<file path="config.mk">
export PLATFORM = sky130hd
export DESIGN_NAME = prio_encoder_rr
export DESIGN_NICKNAME = d
export VERILOG_FILES = /design/src/rtl/prio_pkg.sv /design/src/rtl/prio_pick.sv /design/src/rtl/prio_encoder_rr.sv
export SDC_FILE = /design/constraint.sdc
export NUM_CORES = 1
export LEC_CHECK = 0
export CORE_MARGIN = 10
export CORE_UTILIZATION = 55
export CTS_CLUSTER_SIZE = 30
export DETAILED_ROUTE_END_ITERATION = 8
export PLACE_DENSITY = 0.88
export RECOVER_POWER = 100
export SYNTH_ARGS = -nofsm -noshare
export SYNTH_HDL_FRONTEND = slang
export SYNTH_SLANG_ARGS = --single-unit
</file>
<file path="constraint.sdc">
create_clock -name clk -period 5.65 [get_ports clk]
set_input_delay 1.13 -clock clk [delete_from_list [all_inputs] [get_ports clk]]
set_output_delay 1.13 -clock clk [all_outputs]
set_load 0.01 [all_outputs]
</file>
<file path="src/rtl/prio_pkg.sv">
// Shared constants and helpers for the priority encoder / round-robin arbiter.
package prio_pkg;

  localparam logic MODE_FIXED = 1'b0;
  localparam logic MODE_RR    = 1'b1;

  // Ceiling log2 for index widths; returns at least 1 for v >= 2.
  function automatic int clog2(input int unsigned v);
    int r;
    int unsigned x;
    r = 0;
    x = 1;
    while (x < v) begin
      x = x << 1;
      r++;
    end
    return r;
  endfunction

endpackage

</file>
<file path="src/rtl/prio_pick.sv">
// Combinational descending modular search: scans req from start downward,
// wrapping from 0 to N-1, and reports the first set index.
module prio_pick
  import prio_pkg::*;
#(
  parameter  int N = 8,
  localparam int W = clog2(N)
) (
  input  logic [N-1:0] req,
  input  logic [W-1:0] start,
  output logic [W-1:0] idx,
  output logic         any
);

  int unsigned pos;

  // First set bit in the order start, start-1, ..., 0, N-1, ..., start+1.
  always_comb begin
    idx = '0;
    any = 1'b0;
    pos = 0;
    for (int unsigned k = 0; k < N; k++) begin
      pos = (32'(start) + 32'(N) - k) % 32'(N);
      if (!any && req[pos]) begin
        any = 1'b1;
        idx = W'(pos);
      end
    end
  end

endmodule

</file>
<file path="src/rtl/prio_encoder_rr.sv">
// N-input priority encoder with registered output, valid/ready handshake and
// selectable fixed-priority (highest index wins) or round-robin arbitration.
module prio_encoder_rr
  import prio_pkg::*;
#(
  parameter  int N = 8,
  localparam int W = clog2(N)
) (
  input  logic         clk,
  input  logic         rst_n,
  input  logic [N-1:0] req,
  input  logic         mode,
  input  logic         out_ready,
  output logic         out_valid,
  output logic [W-1:0] out_idx,
  output logic [N-1:0] out_grant
);

  typedef enum logic {IDLE, HOLD} state_t;

  state_t       state;
  logic [W-1:0] last_idx;
  logic [W-1:0] ptr;
  logic [W-1:0] start;
  logic [W-1:0] pick_idx;
  logic         pick_any;
  logic         load;

  assign load = (state == IDLE) || out_ready;

  // A load in HOLD always coincides with a transfer, so the search must use
  // the index being handed over now rather than the not-yet-updated last_idx.
  always_comb begin
    ptr = (state == HOLD) ? out_idx : last_idx;
    if (mode == MODE_RR && ptr != '0) start = ptr - W'(1);
    else                              start = W'(N - 1);
  end

  prio_pick #(.N(N)) u_pick (
    .req   (req),
    .start (start),
    .idx   (pick_idx),
    .any   (pick_any)
  );

  // Handshake FSM, output registers and round-robin pointer.
  always_ff @(posedge clk or negedge rst_n) begin
    if (!rst_n) begin
      state     <= IDLE;
      out_valid <= 1'b0;
      out_idx   <= '0;
      out_grant <= '0;
      last_idx  <= '0;
    end else begin
      if (state == HOLD && out_ready) last_idx <= out_idx;
      if (load) begin
        if (pick_any) begin
          out_idx   <= pick_idx;
          out_grant <= N'(1) << pick_idx;
          out_valid <= 1'b1;
          state     <= HOLD;
        end else begin
          out_valid <= 1'b0;
          state     <= IDLE;
        end
      end
    end
  end

endmodule

</file>
==> qor.txt, run 1 <==
Wirelength per Cell -> 18.20 um
cell at the slowest stage of the critical path -> ha_1
Async S/R FF share, synth -> 100.0%
TritonCTS clock tree -> done
reg2reg start -> state
Num CTS Buffers -> 3
largest family of logic cells by synthesized area -> compound AO/OA/AOI/OAI gates
top-count cell post-synth -> nand2_1
Post-synth EDFFs -> 0
startpoint types -> register
max_cap viols -> 0
Final Hold Vio Count -> 0
Final Max Tran Viols -> 0
register area share after synthesis -> 22.14%
worst-margin pin slew -> 0.6903 ns
Root Driver -> clkbuf_4
crit-path max cell delay -> 0.78 ns
Ys Warns -> 0
Mean Syn Cell Area -> 8.519 sq um
synth top area cells -> dfrtp_1 (22%), mux2i_1 (7.7%), mux2_2 (6.0%)
Yosys top cell by area -> dfrtp_1
synth-to-layout area growth -> 15.28%
H-tree depth -> 1
Worst Skew -> 0.006115 ns
mux cell area share after synthesis -> 19.41%
status -> finished clean
top sig layer -> met4
Detailed Routing Iterations Pass 1 -> 5
Synth Cell Area -> 1695 sq um
via/cell ratio -> 6.844
WL met3 -> 457 um
worst-path cell chain -> mux2_1, clkinv_4, ha_1, nand3b_1, mux2i_1, a22oi_1, o221ai_1, nand3_1, o41ai_2, o32ai_1, o41ai_1
RSZ-0062 raised after global routing -> false
largest net degree at the start of global routing -> 23
Min Hold Slack -> 0.4726 ns
Port-buffer cells -> 23
utilization after layout -> 65.08%
min Tclk post-route -> 4.930 ns
adder-cell area share of the yosys netlist -> 2.952%
CP arrival -> 5.09 ns
Initial Util -> 56.46%
Iteration-0 DRC Markers -> 302
Rows -> 20
Critical path destination -> out_grant[6]
Remaining DRCs -> 0
Main synth FF type -> dfrtp_1
Routed Antenna Nets -> 0
Post-CTS Setup Bufs -> 0
commonest cells in the synthesized netlist -> nand2_1 (22), dfrtp_1 (15), mux2i_1 (13)
Worst R2R Path Depth -> 11
n_diodes -> 0
reg2reg end -> out_grant[6]
Seq cells post-synth -> 15
Core Region -> 3003 sq um
via count -> 1711
CP required -> 5.81 ns
# nets final -> 234
layout cells sized above 1 -> 11.06%
area occupied by multi-input gates -> 1235 sq um
Post-Synth XOR/XNOR Area -> 2.583%
fmax -> 202.8 MHz
compound-gate portion of the synthesized area -> 28.71%
Skew-Pair Late Insertion Delay -> 0.29 ns
Net Count, Synth -> 215
Top Family by Delay on Critical Path -> compound AO/OA/AOI/OAI gates
Clock Sinks -> 15
Fillers -> 263
Synth Area in Simple Gates -> 19.11%
Hold Path Class -> register to register
hpwl dp -> 3466 um
chip width -> 75.52 um
TNS Setup -> 0 ns
CP Capture Type -> register
GPL Wtd Cong -> 0.9964
R2R Setup Slk -> 0.72 ns
post-synth top area share -> 22.14%
CP Launch Point -> state
synth unique cells -> 55
Rel. slew slack -> 53.70%
Ports -> 24
CP Depth -> 11
initial antenna violation count -> 0
DR WL met2 -> 2104 um
WP buf/inv -> 1
register area -> 375.4 sq um
final setup violating endpoints -> 0
Syn Inst Count -> 199
post_cts resized -> 0
chip height -> 75.52 um
CP Max Fanout -> 21
final wirelength -> 4551 um
gr usage total -> 16.86%
Clock Path Buffers -> 2
hold_buf cts -> 0
clock slew at reported path FFs -> 0.09 ns
GRT overflow -> 0
total die area -> 5703 sq um
vias in the first global route -> 1635
critical path type -> register to register
fin crit share -> 87.26%
routed length on met1 -> 1914 um
global-route wire length before repair -> 7734 um
## routing by layer
| layer | track usage [%] | vias up |
|---|---|---|
| met5 | 0 | - |
| met1 | 20.81 | 790 |
| met2 | 26.63 | 92 |
| met4 | 7.010 | 0 |
| met3 | 5.078 | 11 |
| li1 | - | 818 |
## placed cells by master (no fill, tap or decap), types with 5 or more instances in the layout
cell and count:
nand3_1 7, nand2_1 22, nor2_1 9, o21ai_0 8, inv_1 6, a211oi_1 5, dlygate4sd3_1 14, nand2b_1 5
clkdlybuf4s50_1 9, o41ai_1 8, mux2_2 9, a21oi_1 11, dfrtp_1 15, mux2i_1 13, nor3_1 7
## kinds of logic (layout without fill, tap and decap cells)
kind of cell	after synthesis	after routing
AOI/OAI and AO/OA	65	65
and+or+nand+nor	65	65
muxes	27	27
buffers and inverters	18	36
DFF	15	15
xor gates and xnor gates	5	5
adders and majority gates	4	4
## state kept, by name, summed over array words and instances, names as in the netlist
register   cells
last_idx       3
out_grant      8
out_idx        3
state          1
## worst min-delay path by stage
stage | startpoint | slack, ns | depth (start not counted) | to
detailed placement | out_grant[4] | 0.46 | 2 | out_grant[4]
global route | out_grant[3] | 0.52 | 2 | out_grant[3]
global placement | out_grant[4] | 0.46 | 2 | out_grant[4]
CTS | out_grant[4] | 0.48 | 2 | out_grant[4]
finish | out_grant[4] | 0.47 | 2 | out_grant[4]
floorplan | last_idx[1] | 0.48 | 1 | last_idx[1]
## worst min-delay path, delay by kind of cell (launching register included)
family	cells	cell delay (ns)
compound gates	1	0.05
simple gates	1	0.05
flops	1	0.34
## stage by stage
step           cells  instance area, sq um  setup slack (ns)
3_3_place_gp     246                  1932             1.119
6_report         250                  1954            0.7199
3_5_place_dp     246                  1932             1.027
4_1_cts          250                  1958             1.076
5_1_grt          250                  1954            0.3696
2_1_floorplan    199                  1695             1.645
## cell type report
type,count,share of cell area (%)
repair buffers,25,12.55
well taps,33,2.113
multi-input cells,166,63.19
flip-flops and latches,15,19.21
inverters,7,1.601
clock buffers,4,1.344
Power of run 1 is not shown: default switching activity piles up to over one toggle a cycle in this logic, so the estimate is an artifact.
==> run 2, diff against run 1 <==
- DONT_BUFFER_PORTS: unset -> 1
- PLACE_DENSITY: 0.88 -> 0.78
==> run 2 against run 1 <==
Against the previous run:
- sequential share of layout area up 2.6 points
- first-iteration DRC count down 2.0%
- fmax down 1.0%
- critical path depth unchanged
- highest routed layer unchanged
==> qor.txt, run 2 (same netlist as run 1, synthesis figures left out) <==
fin crit share -> 88.14% (+0.88 points)
Num CTS Buffers -> 3 (unchanged)
Largest register FFs -> 8 (unchanged)
CP Max Fanout -> 21 (unchanged)
chip height -> 75.52 um (unchanged)
Remaining DRCs -> 0 (unchanged)
Worst R2R Path Depth -> 11 (unchanged)
TritonCTS clock tree -> done
Top reg by flops -> out_grant
reg2reg start -> state
biggest regs -> out_grant x8, last_idx x3, out_idx x3
Worst Skew -> 0.001093 ns (-0.005022 ns)
utilization after layout -> 57.42% (-7.7 points)
CP Capture Type -> register
Post-CTS Setup Bufs -> 0 (unchanged)
CP Launch Point -> state
startpoint types -> register
dpl cells -> 223 (-9.3%)
clock slew at reported path FFs -> 0.08 ns (about the same)
R2R Setup Slk -> 0.67 ns (-0.05 ns)
WHS Path Cells -> 1 (-1)
Iteration-0 DRC Markers -> 296 (-2.0%)
n_diodes -> 0 (unchanged)
# nets final -> 211 (-9.8%)
final setup violating endpoints -> 0 (unchanged)
H-tree depth -> 1 (unchanged)
Core Region -> 3003 sq um (unchanged)
Top Family by Delay on Critical Path -> adder cells
Detailed Routing Iterations Pass 1 -> 5 (unchanged)
initial antenna violation count -> 0 (unchanged)
Rel. slew slack -> 51.30% (-2.4 points)
final wirelength -> 4656 um (+2.3%)
hpwl dp -> 3594 um (+3.7%)
Skew-Pair Late Insertion Delay -> 0.28 ns (about the same)
critical path type -> register to register
fmax -> 200.8 MHz (-1.0%)
RSZ-0062 raised after global routing -> false
layout cells sized above 1 -> 12.37% (+1.3 points)
global-route wire length before repair -> 7700 um (-0.44%)
largest net degree at the start of global routing -> 23 (unchanged)
most frequent cells in the layout -> nand2_1 (22), dfrtp_1 (15), mux2i_1 (13)
CP Depth -> 11 (unchanged)
CP arrival -> 5.11 ns (+0.02 ns)
total die area -> 5703 sq um (unchanged)
vias in the first global route -> 1550 (-5.2%)
worst-margin pin slew -> 0.7305 ns (+0.04014 ns)
commonest non-fill, non-tap cell in the layout -> nand2_1
Worst Min Path Start -> last_idx[0]
Initial Util -> 56.46% (unchanged)
GPL Wtd Cong -> 0.8937 (-10%)
Final Hold Vio Count -> 0 (unchanged)
Clock Sinks -> 15 (unchanged)
synth-to-layout area growth -> 1.697%
WP buf/inv -> 1 (unchanged)
Final Max Tran Viols -> 0 (unchanged)
Wirelength per Cell -> 20.51 um (+13%)
Clock Path Buffers -> 2 (unchanged)
gr usage total -> 16.72% (-0.14 points)
via count -> 1649 (-3.6%)
max_cap viols -> 0 (unchanged)
status -> finished clean
Rows -> 20 (unchanged)
min Tclk post-route -> 4.980 ns (+0.04982 ns)
hold_buf cts -> 0 (unchanged)
worst-path cell chain -> mux2_1, clkinv_4, ha_1, nand3b_1, ha_1, mux4_2, mux2i_1, nand3_1, nor4bb_1, o32ai_1, o41ai_1
crit-path max cell delay -> 0.79 ns (about the same)
Routed Antenna Nets -> 0 (unchanged)
Non-Filler Instances -> 227 (-9.2%)
Port-buffer cells -> 0 (-100%)
post_cts resized -> 0 (unchanged)
TNS Setup -> 0 ns (unchanged)
cell mode on critical path -> ha_1
Root Driver -> clkbuf_4
via/cell ratio -> 7.264 (+6.1%)
Hold Path Class -> register to register
Ports -> 24 (unchanged)
CP required -> 5.78 ns (-0.03 ns)
cell at the slowest stage of the critical path -> ha_1
GRT overflow -> 0 (unchanged)
chip width -> 75.52 um (unchanged)
-- run 2: cell types whose count changed in the layout (fill, tap and decap cells not counted) --
| cell | change |
|---|---|
| dlygate4sd3_1 | -14 |
| clkdlybuf4s50_1 | -9 |
-- run 2: layout make-up --
| class | instances | area [sq um] |
|---|---|---|
| inverters | 7 | 31.28 |
| repair buffers | 2 | 15.01 |
| fillers | 271 | 1279 |
| well taps | 33 | 41.29 |
| clock buffers | 4 | 26.28 |
| multi-input cells | 166 | 1235 |
| flip-flops and latches | 15 | 375.4 |
-- run 2: metrics by stage --
| step | area [sq um] | setup slack, ns | hold WS, ns |
|---|---|---|---|
| final | 1724 | 0.6700 | 0.5072 |
| after global routing | 1724 | 0.2645 | 0.5152 |
| after CTS | 1728 | 0.9688 | 0.5213 |
| after detailed placement | 1702 | 1.008 | 0.5031 |
| after global placement | 1702 | 1.277 | 0.4903 |
| after floorplan | 1695 | 1.645 | 0.4786 |
-- run 2: routing by layer --
layer	vias to the layer above	share of wire [%]	global-route usage, %
met4	0	2.2	4.948
met1	778	42	19.86
li1	771	-	-
met3	15	9.2	4.167
met5	-	0	0
met2	85	47	28.90
-- run 2: path summary, 6_finish.rpt --
kind,endpoint
setup / recovery,out_grant[3]
hold / removal,last_idx[0]
setup reg to reg,out_grant[3]
hold reg to reg,last_idx[0]
max in group asynchronous,state
min in group asynchronous,out_grant[1]
Power of run 2 is left out for the same reason.
